--- config.mk ---
export PLATFORM = sky130hd
export DESIGN_NAME = fifo_wr_arbiter
export DESIGN_NICKNAME = d
export VERILOG_FILES = /design/src/rtl/fifo_wr_arbiter.sv
export SDC_FILE = /design/constraint.sdc
export NUM_CORES = 1
export LEC_CHECK = 0
export BUFFER_PORTS_ARGS = -buffer_cell sky130_fd_sc_hd__buf_2
export CORE_AREA = 2 2 65 67
export DETAILED_ROUTE_END_ITERATION = 6
export DIE_AREA = 0 0 67 69
export GPL_ROUTABILITY_DRIVEN = 0
export SYNTH_ARGS = -nofsm -noshare
export SYNTH_HDL_FRONTEND = slang
export SYNTH_SLANG_ARGS = --single-unit
export TNS_END_PERCENT = 50
--- constraint.sdc ---
create_clock -name clock -period 1.7 [get_ports clock]
set_input_delay 0.085 -clock clock [delete_from_list [all_inputs] [get_ports clock]]
set_output_delay 0.085 -clock clock [all_outputs]
set_load 0.005 [all_outputs]
--- src/rtl/fifo_wr_arbiter.sv ---
// fifo_wr_arbiter: round-robin arbiter sharing one fifo write port among NREQ
// producers. Each grant accepts up to BURST words; writes stall on fifo_full.
// Optional feature macro: FIFO_ARB_STALL_CNT_EN (adds stall_cnt output).
// Ports:
//   clock, reset   rising-edge clock, asynchronous active-high reset
//   req            per-requester write request (word valid while high)
//   req_data       requester i word on bits [i*DWIDTH +: DWIDTH]
//   fifo_full      fifo f_full flag
//   grant          registered one-hot grant, zero when idle
//   owner          registered index of granted requester, zero when idle
//   fifo_wr_en     fifo wr_en (combinational)
//   fifo_data      fifo data_in, zero when no write (combinational)
//   accept         one-hot, word from requester i taken this cycle (combinational)
//   stall_cnt      (macro only) saturating count of stalled burst cycles
module fifo_wr_arbiter #(
  parameter int unsigned DWIDTH = 4,
  parameter int unsigned NREQ   = 4,
  parameter int unsigned IDW    = 2,
  parameter int unsigned BURST  = 4
) (
  input  logic                   clock,
  input  logic                   reset,
  input  logic [NREQ-1:0]        req,
  input  logic [NREQ*DWIDTH-1:0] req_data,
  input  logic                   fifo_full,
  output logic [NREQ-1:0]        grant,
  output logic [IDW-1:0]         owner,
  output logic                   fifo_wr_en,
  output logic [DWIDTH-1:0]      fifo_data,
  output logic [NREQ-1:0]        accept
`ifdef FIFO_ARB_STALL_CNT_EN
  ,
  output logic [7:0]             stall_cnt
`endif
);

  localparam int unsigned BCW = 4;

  typedef enum logic {S_IDLE, S_BURST} state_t;

  state_t          state, state_n;
  logic [NREQ-1:0] grant_n;
  logic [IDW-1:0]  owner_n;
  logic [IDW-1:0]  rr_ptr, rr_ptr_n;
  logic [BCW-1:0]  beat_cnt, beat_cnt_n;
  logic [IDW-1:0]  pick;
  logic [IDW-1:0]  idx;
  logic            found;
  logic [IDW-1:0]  owner_inc;
  logic            acc;
  logic            release_grant;
`ifdef FIFO_ARB_STALL_CNT_EN
  logic [7:0]      stall_cnt_n;
`endif

  // State and registered outputs
  always_ff @(posedge clock or posedge reset) begin
    if (reset) begin
      state    <= S_IDLE;
      grant    <= '0;
      owner    <= '0;
      rr_ptr   <= '0;
      beat_cnt <= '0;
`ifdef FIFO_ARB_STALL_CNT_EN
      stall_cnt <= '0;
`endif
    end else begin
      state    <= state_n;
      grant    <= grant_n;
      owner    <= owner_n;
      rr_ptr   <= rr_ptr_n;
      beat_cnt <= beat_cnt_n;
`ifdef FIFO_ARB_STALL_CNT_EN
      stall_cnt <= stall_cnt_n;
`endif
    end
  end

  // Arbitration, burst control and write-port outputs
  always_comb begin
    state_n       = state;
    grant_n       = grant;
    owner_n       = owner;
    rr_ptr_n      = rr_ptr;
    beat_cnt_n    = beat_cnt;
    pick          = '0;
    idx           = '0;
    found         = 1'b0;
    acc           = 1'b0;
    release_grant = 1'b0;
    fifo_wr_en    = 1'b0;
    fifo_data     = '0;
    accept        = '0;
`ifdef FIFO_ARB_STALL_CNT_EN
    stall_cnt_n   = stall_cnt;
`endif

    // Rotating search starting at rr_ptr; the last owner sits at the end.
    for (int unsigned i = 0; i < NREQ; i++) begin
      idx = IDW'((32'(rr_ptr) + i) % NREQ);
      if (!found && req[idx]) begin
        found = 1'b1;
        pick  = idx;
      end
    end

    owner_inc = (32'(owner) == NREQ - 1) ? '0 : owner + IDW'(1);

    case (state)
      S_IDLE: begin
        if (found) begin
          state_n = S_BURST;
          owner_n = pick;
          grant_n = NREQ'(1) << pick;
        end
      end
      S_BURST: begin
        acc = grant[owner] & req[owner] & ~fifo_full;
        // Dropped request or final accepted beat ends the burst.
        release_grant = ~req[owner] | (acc & (beat_cnt == BCW'(BURST - 1)));
        if (release_grant) begin
          state_n    = S_IDLE;
          grant_n    = '0;
          owner_n    = '0;
          rr_ptr_n   = owner_inc;
          beat_cnt_n = '0;
        end else if (acc) begin
          beat_cnt_n = beat_cnt + BCW'(1);
        end
`ifdef FIFO_ARB_STALL_CNT_EN
        if (req[owner] && fifo_full && stall_cnt != 8'hFF)
          stall_cnt_n = stall_cnt + 8'd1;
`endif
      end
      default: state_n = S_IDLE;
    endcase

    fifo_wr_en = acc;
    if (acc) begin
      fifo_data = req_data[32'(owner)*DWIDTH +: DWIDTH];
      accept    = NREQ'(1) << owner;
    end
  end

endmodule

==> summary.txt, run 1 <==
Leak Pwr: 0.695 nW
Worst Hold Depth: 3
Final Hold Slack: 0.295 ns
RSZ-0062 raised after global routing: true
Cell Pwr Density: 1420 nW/um2
final clock skew: 0.00302 ns
CTS tree: built
Ant. Diodes: 0
Remaining Overflow, GRT: 0
dpl hpwl: 1970 um
Syn-to-layout area delta: 46.5%
Worst Setup Slack, final: -0.109 ns
reg2reg start: owner[0]
setup TNS: -1.28 ns
Clock Tree Root: clkbuf_8
first-pass GRT wire length: 4100 um
final hold violations: 0
post-synthesis cell type count: 33
Final Max Tran Viols: 0
FF-to-FF path depth: 5
CTS max path bufs: 2
area of the multi-input gates: 629 um2
r2r setup slk: -0.11 ns
Mapped Nets: 119
sequential share of the synthesized area: 33.9%
Max Cap Viol: 0
Critical Path Sink Type: primary output
Die W: 67 um
flip-flop and latch area: 325 um2
Port Buffers: 37
total number of yosys warnings: 0
Worst-Margin Slew: 0.513 ns
Yosys reg bits: 13
Top Ports: 38
core footprint: 3910 um2
final core occ: 35.9%
initial antenna violation count: 0
crit path buf inv count: 3
Die H: 69 um
peak supply drop: 0.735 mV
slowest CP cell: mux4_2
worst hold start: req[3]
syn avg cell area: 10.5 um2
period utilisation layout: 106%
cells along the critical path: mux4_2 > buf_6 > nand3_4 > inv_4 > and2_1 > buf_2
Crit path largest cell delay: 0.55 ns
DR vias: 944
CP Launch Type: flop
H-tree levels: 1
CTS Buf Count: 3
num rows: 23
first drt pass iteration count: 4
starting density of the core: 24.5%
Slew HR: 65.7%
Crit Path Max Fanout: 9
DRT iter0 DRCs: 21
Post-Syn Instances: 91
fin crit period: 1.81 ns
WHS Endpoint: grant[2]
nets: 175
number of fill cells in the layout: 419
GR Util All Layers: 11.8%
largest net degree at the start of global routing: 14
Worst Path Required: 1.62 ns
Routed WL: 2580 um
Final setup viols: 16
crit-path leading delay family: multiplexers
Sink Count: 13
Setup Slack @ Placement: 0.00258 ns
outcome: complete, but fails checks
reg2reg end: rr_ptr[1]
share of layout cells above drive strength 1: 50.0%
Fmax: 0.553 GHz
Clk Latency, worst-skew pair: 0.25 ns
Avg WL per Cell: 13.2 um
CTS clk-pin slew, worst paths: 0.06 ns
Setup CP Type: flop to primary output
vias per cell: 4.82
Total Power: 0.00200 W
hold crit path type: input pin to flop
failing checks: setup timing
Post-route DRC: 0
worst path arrival time: 1.72 ns
post-route ant nets: 0
Mapped Area: 960 um2
die area: 4620 um2
number of global-route vias before repair: 916
[worst min-delay path, cell delays in order]
cell and delay [ns]:
buf_2 0.13, o22ai_1 0.13, o2bb2ai_1 0.16
[kinds of logic (layout without fill, tap and decap cells)]
kind of cell,after synthesis,count (layout),share of synthesized area [%]
mux,10,10,18.0
simple gates,30,30,17.9
buf+inv,8,63,4.04
flops,13,13,33.9
compound gates,25,25,19.7
fa+ha+maj,5,5,6.52
[placed cells by master, fill, tap and decap left out, types with 2 or more instances in the layout]
| master | count |
|---|---|
| a21o_1 | 2 |
| a21oi_1 | 5 |
| a22o_1 | 3 |
| a31o_2 | 2 |
| and2_1 | 7 |
| buf_2 | 37 |
| buf_4 | 12 |
| buf_6 | 3 |
| clkbuf_8 | 3 |
| dfrtp_1 | 13 |
| ha_1 | 5 |
| inv_1 | 5 |
| mux2_4 | 2 |
| mux2i_1 | 3 |
| mux4_2 | 5 |
| nand2_1 | 3 |
| nand2b_1 | 2 |
| nor2_1 | 4 |
| nor3_1 | 3 |
| nor4_1 | 2 |
| o22ai_1 | 2 |
| o2bb2ai_1 | 2 |
| o31ai_1 | 3 |
[Yosys cell counts]
library cell  instances  area, um2
o21a_1                1       7.51
o22a_1                2       17.5
o31ai_1               3       22.5
and2_1                8       50.1
mux4_1                2       52.6
o2bb2ai_1             2       17.5
nor2_1                4       15.0
a21oi_1               6       30.0
nor4_1                2       12.5
nand2_2               1       6.26
nand2_1               3       11.3
dfrtp_1              13        325
nor4b_1               1       8.76
or4_1                 2       15.0
a32o_1                1       10.0
or2_1                 1       6.26
a22o_1                3       26.3
a211oi_2              1       12.5
mux2_2                2       22.5
nor3_1                3       15.0
mux2i_1               3       30.0
ha_1                  5       62.6
buf_2                 1       5.00
o22ai_1               2       12.5
inv_1                 5       18.8
mux4_2                3       67.6
a21o_1                2       15.0
nand2b_1              2       12.5
inv_2                 1       3.75
nand3_1               2       10.0
a31o_2                2       17.5
nor2b_2               1       8.76
buf_6                 1       11.3
[final cells by class]
type / instances / area share [%]
tap: 50 / 4.45
inverter: 6 / 1.78
sequential: 13 / 23.1
multi-input combinational: 70 / 44.8
timing repair buffer: 53 / 22.7
clock buffer: 4 / 3.20
[stage by stage]
| stage | std cells | area (um2) |
|---|---|---|
| after floorplan | 91 | 973 |
| after global placement | 186 | 1270 |
| after detailed placement | 186 | 1270 |
| after CTS | 194 | 1380 |
| after global routing | 196 | 1410 |
| final | 196 | 1410 |
[where the power goes]
group | switching, W | internal (W)
combinational | 0.000511 | 0.000643
clock | 0.000119 | 0.000166
sequential | 0.000134 | 0.000426
[sequential cells by signal, indices dropped and copies added, names as in the netlist]
| signal | cells |
|---|---|
| rr_ptr | 2 |
| beat_cnt | 4 |
| state | 1 |
| owner | 2 |
| grant | 4 |
[how the worst max path moves through the flow]
stage	from	endpoint	slack, ns	depth (start not counted)
floorplan	owner[0]	rr_ptr[0]	-0.19	5
global placement	owner[0]	beat_cnt[3]	0.06	5
detailed placement	owner[0]	beat_cnt[3]	0.003	5
CTS	owner[0]	accept[1]	-0.11	6
global route	owner[0]	accept[2]	-0.18	6
finish	owner[0]	accept[1]	-0.11	6
[metal layers]
layer,global-route usage (%),vias up,wire [um]
met4,5.44,0,46
li1,-,459,-
met1,14.1,442,1100
met2,18.9,38,1220
met5,0,-,0
met3,3.59,5,215
[timing repair]
item | 4_1_cts | 5_1_grt
buffers inserted | 3 | 2
setup endpoints to repair | 10 | 21
pin swaps | 2 | 1
hold buffers | 1 | 0
hold endpoints to repair | 13 | 0
gates resized for setup | 9 | 5
(Power assumes the default switching activity.)
==> run 2, diff against run 1 <==
--- a/config.mk
+++ b/config.mk
@@ -10,6 +10,7 @@
 export DETAILED_ROUTE_END_ITERATION = 6
 export DIE_AREA = 0 0 67 69
 export GPL_ROUTABILITY_DRIVEN = 0
+export RECOVER_POWER = 50
 export SYNTH_ARGS = -nofsm -noshare
 export SYNTH_HDL_FRONTEND = slang
 export SYNTH_SLANG_ARGS = --single-unit
==> run 2 against run 1 <==
  * The flow still finishes with violations (setup timing)
  * Via count grew 0.64%
  * Combinational power is essentially flat
  * Non-clock buffer count is the same
  * Worst setup slack is essentially flat
  * Hold slack gained 0.0016 ns
  * Routed wire length grew 0.12%
  * Die area is the same
  * Largest cell class unchanged
  * Largest power group unchanged
==> summary.txt, run 2 (synthesis results as in run 1) <==
outcome: complete, but fails checks
failing checks: setup timing
Worst Path Required: 1.62 ns (about the same)
crit path buf inv count: 3 (unchanged)
Top Registers: beat_cnt (4), grant (4)
die area: 4620 um2 (unchanged)
Setup CP Type: flop to primary output
CTS max path bufs: 2 (unchanged)
Finished Layout Cells: 196 (unchanged)
Remaining Overflow, GRT: 0 (unchanged)
Worst-Margin Slew: 0.515 ns (+0.00177 ns)
initial antenna violation count: 0 (unchanged)
worst path arrival time: 1.72 ns (about the same)
Routed WL: 2590 um (+0.12%)
GR Util All Layers: 11.8% (unchanged)
met2 WL: 1230 um (about the same)
period utilisation layout: 106% (about the same)
first drt pass iteration count: 4 (unchanged)
final hold violations: 0 (unchanged)
Fmax: 0.553 GHz (about the same)
number of fill cells in the layout: 417 (-0.48%)
crit-path leading delay family: multiplexers
post-route ant nets: 0 (unchanged)
Worst Setup Slack, final: -0.109 ns (-0.0000690 ns)
Cell Pwr Density: 1420 nW/um2 (about the same)
most frequent cells in the layout: buf_2 (36), dfrtp_1 (13), buf_4 (12), and2_1 (7)
CTS clk-pin slew, worst paths: 0.06 ns (about the same)
CTS Buf Count: 3 (unchanged)
placed cell count: 186 (unchanged)
share of layout cells above drive strength 1: 49.3% (-0.68 points)
dpl hpwl: 1970 um (unchanged)
H-tree levels: 1 (unchanged)
Slew HR: 65.6% (-0.12 points)
Top Ports: 38 (unchanged)
Metal-1 WL: 1090 um (-0.46%)
RSZ-0062 raised after global routing: true
CTS tree: built
commonest non-fill, non-tap cell in the layout: buf_2
fin crit period: 1.81 ns (+0.0000690 ns)
core footprint: 3910 um2 (unchanged)
final clock skew: 0.00306 ns (+0.0000420 ns)
highest routed layer: met4
Final setup viols: 16 (unchanged)
Syn-to-layout area delta: 46.4% (about the same)
num rows: 23 (unchanged)
Crit Path Max Fanout: 9 (unchanged)
slowest CP cell: mux4_2
DRT iter0 DRCs: 21 (unchanged)
Max Cap Viol: 0 (unchanged)
Die W: 67 um (unchanged)
Critical Path Sink Type: primary output
setup TNS: -1.29 ns (-0.00783 ns)
Total Power: 0.00200 W (about the same)
vias per cell: 4.85 (+0.64%)
number of global-route vias before repair: 916 (unchanged)
Clk Latency, worst-skew pair: 0.25 ns (about the same)
CP Launch Type: flop
Clock Tree Root: clkbuf_8
Final Max Tran Viols: 0 (unchanged)
starting density of the core: 24.5% (unchanged)
first-pass GRT wire length: 4100 um (unchanged)
Post-route DRC: 0 (unchanged)
DR vias: 950 (+0.64%)
Die H: 69 um (unchanged)
Port Buffers: 37 (unchanged)
Avg WL per Cell: 13.2 um (+0.12%)
Leak Pwr: 0.691 nW (-0.57%)
Ant. Diodes: 0 (unchanged)
largest net degree at the start of global routing: 14 (unchanged)
peak supply drop: 0.734 mV (about the same)
Setup Slack @ Placement: 0.00258 ns (unchanged)
met3 WL: 222 um (+3.3%)
Sink Count: 13 (unchanged)
cells along the critical path: mux4_2 > buf_6 > nand3_4 > inv_4 > and2_1 > buf_2
hold crit path type: input pin to flop
Crit path largest cell delay: 0.55 ns (about the same)
nets: 175 (unchanged)
-- run 2: changes by cell type in the layout (fill, tap and decap cells not counted) --
cell	delta
clkbuf_1	+1
buf_2	-1
-- run 2: layer usage --
| metal | track usage (%) | vias up |
|---|---|---|
| li1 | - | 460 |
| met1 | 14.1 | 447 |
| met5 | 0 | - |
| met4 | 5.44 | 0 |
| met2 | 18.9 | 38 |
| met3 | 3.59 | 5 |
-- run 2: layout make-up --
type	count	area, um2	share of cell area (%)
clock buffer	4	45.0	3.21
inverter	6	25.0	1.78
multi-input combinational	70	629	44.8
sequential	13	325	23.2
tap	50	62.6	4.45
timing repair buffer	53	318	22.6
-- run 2: worst reg2reg max path, cell delays in order, from the launching register on --
cell and delay (ns):
dfrtp_1 0.38, mux4_2 0.55, buf_4 0.16, nor2b_4 0.12
a21o_1 0.17, mux2_4 0.31
-- run 2: timing repair --
action / 4_1_cts / 5_1_grt
hold buffers: 1 / 0
gates resized for setup: 9 / 5
pin swaps: 2 / 1
endpoints found under the hold margin: 13 / 0
endpoints found under the setup margin: 10 / 21
setup buffers: 3 / 2
-- run 2: worst paths after layout --
| check | start | end | slack (ns) | depth (start not counted) |
|---|---|---|---|---|
| worst max-delay path | owner[0] | accept[1] | -0.11 | 6 |
| worst min-delay path | req[3] | grant[2] | 0.30 | 3 |
| worst max register to register | owner[0] | rr_ptr[1] | -0.11 | 5 |
| worst min register to register | grant[0] | grant[0] | 0.52 | 1 |
| max in group asynchronous | reset | state | 0.95 | 3 |
| min in group asynchronous | reset | grant[3] | 0.41 | 3 |
-- run 2: power by group --
group          internal (W)  total, W  leakage, nW  switching, W
clock network      0.000166  0.000285       0.0228      0.000119
logic              0.000641   0.00115        0.500      0.000511
registers          0.000426  0.000561        0.169      0.000135
-- run 2: metrics by stage --
stage / utilization, % / cell area (um2) / hold slack, ns
floorplan: - / 973 / -0.0380
global placement: 32.5 / 1270 / 0.137
detailed placement: 32.5 / 1270 / 0.156
CTS: 35.1 / 1380 / 0.293
global route: 35.9 / 1410 / 0.326
finish: 35.9 / 1410 / 0.296
==> run 3, diff against run 2 <==
--- a/config.mk
+++ b/config.mk
@@ -10,6 +10,7 @@
 export DETAILED_ROUTE_END_ITERATION = 6
 export DIE_AREA = 0 0 67 69
 export GPL_ROUTABILITY_DRIVEN = 0
+export PLACE_DENSITY = 0.59
 export RECOVER_POWER = 50
 export SYNTH_ARGS = -nofsm -noshare
 export SYNTH_HDL_FRONTEND = slang
==> run 3 against run 2 <==
  * The run still ends with setup timing left
  * Hold slack got worse by 0.015 ns
  * Register-to-register slack better by 0.02 ns
  * Sequential power increased by 3%
  * Utilization grew 0.80 points
  * Clock skew up 0.0011 ns
  * Via count up 2.3%
  * Maximum frequency grew 1.2%
  * Flip-flop and latch count did not move
  * First-iteration DRC count down 19%
  * Total power increased by 4.0%
  * Global-route usage is 0.31 points higher
  * Worst setup slack improved by 0.021 ns
  * Largest power group unchanged
  * Highest routed layer unchanged
==> summary.txt, run 3 (synthesis results as in run 1) <==
Top Ports: 38 (unchanged)
RSZ-0062 raised after global routing: true
CTS Buf Count: 3 (unchanged)
commonest non-fill, non-tap cell in the layout: buf_2
Port Buffers: 37 (unchanged)
largest net degree at the start of global routing: 14 (unchanged)
post-route ant nets: 0 (unchanged)
Clk Latency, worst-skew pair: 0.24 ns (about the same)
Worst-Margin Slew: 0.518 ns (+0.00255 ns)
Ant. Diodes: 0 (unchanged)
final clock skew: 0.00421 ns (+0.00115 ns)
H-tree levels: 1 (unchanged)
initial antenna violation count: 0 (unchanged)
Sink Count: 13 (unchanged)
Die H: 69 um (unchanged)
Setup Slack @ Placement: 0.00135 ns (-0.00123 ns)
vias per cell: 4.91 (+1.3%)
fin crit period: 1.79 ns (-0.0212 ns)
flip-flop and latch area: 325 um2 (unchanged)
CP Launch Type: flop
dpl hpwl: 2010 um (+2.2%)
Syn-to-layout area delta: 49.7%
die area: 4620 um2 (unchanged)
outcome: complete, but fails checks
core footprint: 3910 um2 (unchanged)
Cell Pwr Density: 1450 nW/um2 (+1.7%)
hold crit path type: input pin to flop
Final Hold Slack: 0.281 ns (-0.0154 ns)
Max Cap Viol: 0 (unchanged)
Post-route DRC: 0 (unchanged)
Critical Path Sink Type: flop
Clock Tree Root: clkbuf_8
most frequent cells in the layout: buf_2 (34), buf_4 (14), dfrtp_1 (13), and2_1 (7)
share of layout cells above drive strength 1: 50.7% (+1.4 points)
Finished Layout Cells: 198 (+1.0%)
CTS clk-pin slew, worst paths: 0.06 ns (about the same)
Top Registers: beat_cnt (4), grant (4)
placed instance area: 1270 um2 (-0.59%)
DRT iter0 DRCs: 17 (-19%)
Setup CP Type: flop to flop
nets: 177 (+1.1%)
num rows: 23 (unchanged)
first-pass GRT wire length: 4400 um (+7.4%)
Final setup viols: 14 (-2)
Remaining Overflow, GRT: 0 (unchanged)
area of the multi-input gates: 637 um2 (+1.2%)
Leak Pwr: 0.699 nW (+1.1%)
Routed WL: 2720 um (+5.3%)
number of global-route vias before repair: 987 (+7.8%)
Die W: 67 um (unchanged)
Worst Setup Slack, final: -0.0881 ns (+0.0212 ns)
final hold violations: 0 (unchanged)
post-route cell area: 1440 um2 (+2.2%)
DR vias: 972 (+2.3%)
Slew HR: 65.4% (-0.17 points)
CTS tree: built
GR Util All Layers: 12.1% (+0.31 points)
period utilisation layout: 105% (-1.2 points)
Avg WL per Cell: 13.8 um (+4.3%)
first drt pass iteration count: 4 (unchanged)
starting density of the core: 24.5% (unchanged)
Fmax: 0.559 GHz (+1.2%)
worst path arrival time: 1.92 ns (+0.20 ns)
CTS max path bufs: 2 (unchanged)
failing checks: setup timing
Worst Path Required: 1.83 ns (+0.21 ns)
placed cell count: 185 (-0.54%)
number of fill cells in the layout: 415 (-0.48%)
Final Max Tran Viols: 0 (unchanged)
Crit Path Max Fanout: 3 (-6)
peak supply drop: 0.683 mV (-7.0%)
==> run 3: worst max-delay path, stage by stage, from the launching register on <==
cell	delay (ns)
dfrtp_1	0.38
mux4_2	0.53
buf_4	0.16
nor2b_4	0.13
a21o_1	0.17
mux2_4	0.31
==> run 3: worst paths after layout <==
kind                            slack [ns]  cells past startpoint     endpoint     start
worst max-delay path                 -0.09                      5    rr_ptr[1]  owner[0]
worst min-delay path                  0.28                      3     grant[2]    req[3]
worst max register to register       -0.09                      5    rr_ptr[1]  owner[0]
worst min register to register        0.55                      1     grant[2]  grant[2]
max in group asynchronous             0.94                      3     grant[0]     reset
min in group asynchronous             0.42                      3  beat_cnt[1]     reset
==> run 3: routing by layer <==
metal  track usage, %  part of all wire, %
met3             3.10                  9.1
met1             14.1                   41
met4             3.40                  1.3
met2             21.3                   49
met5                0                    0
==> run 3: power by group <==
group / total, W / leakage (nW) / switching [W] / internal [W]
Sequential: 0.000580 / 0.169 / 0.000154 / 0.000426
Combinational: 0.00122 / 0.508 / 0.000526 / 0.000695
Clock: 0.000278 / 0.0228 / 0.000112 / 0.000166
==> run 3: metrics by stage <==
step | utilization [%] | setup TNS [ns] | total power (W)
final | 36.7 | -0.893 | 0.00208
after global routing | 36.7 | -2.21 | 0.00224
after CTS | 35.7 | -0.686 | 0.00198
after detailed placement | 32.4 | 0 | 0.00155
after floorplan | - | -0.514 | 0.00121
after global placement | 32.4 | 0 | 0.00152
==> run 3: timing repair <==
item / 4_1_cts / 5_1_grt
setup buffers: 5 / 3
hold buffers: 1 / 0
pin swaps: 3 / 0
gates resized for setup: 9 / 9
endpoints found under the hold margin: 13 / 0
endpoints found under the setup margin: 10 / 21
==> run 3: final cells by class <==
type	count	area share, %
Multi-Input combinational cell	70	44.3
Clock buffer	4	3.14
Tap cell	50	4.36
Sequential cell	13	22.6
Timing Repair Buffer	55	23.8
Inverter	6	1.74
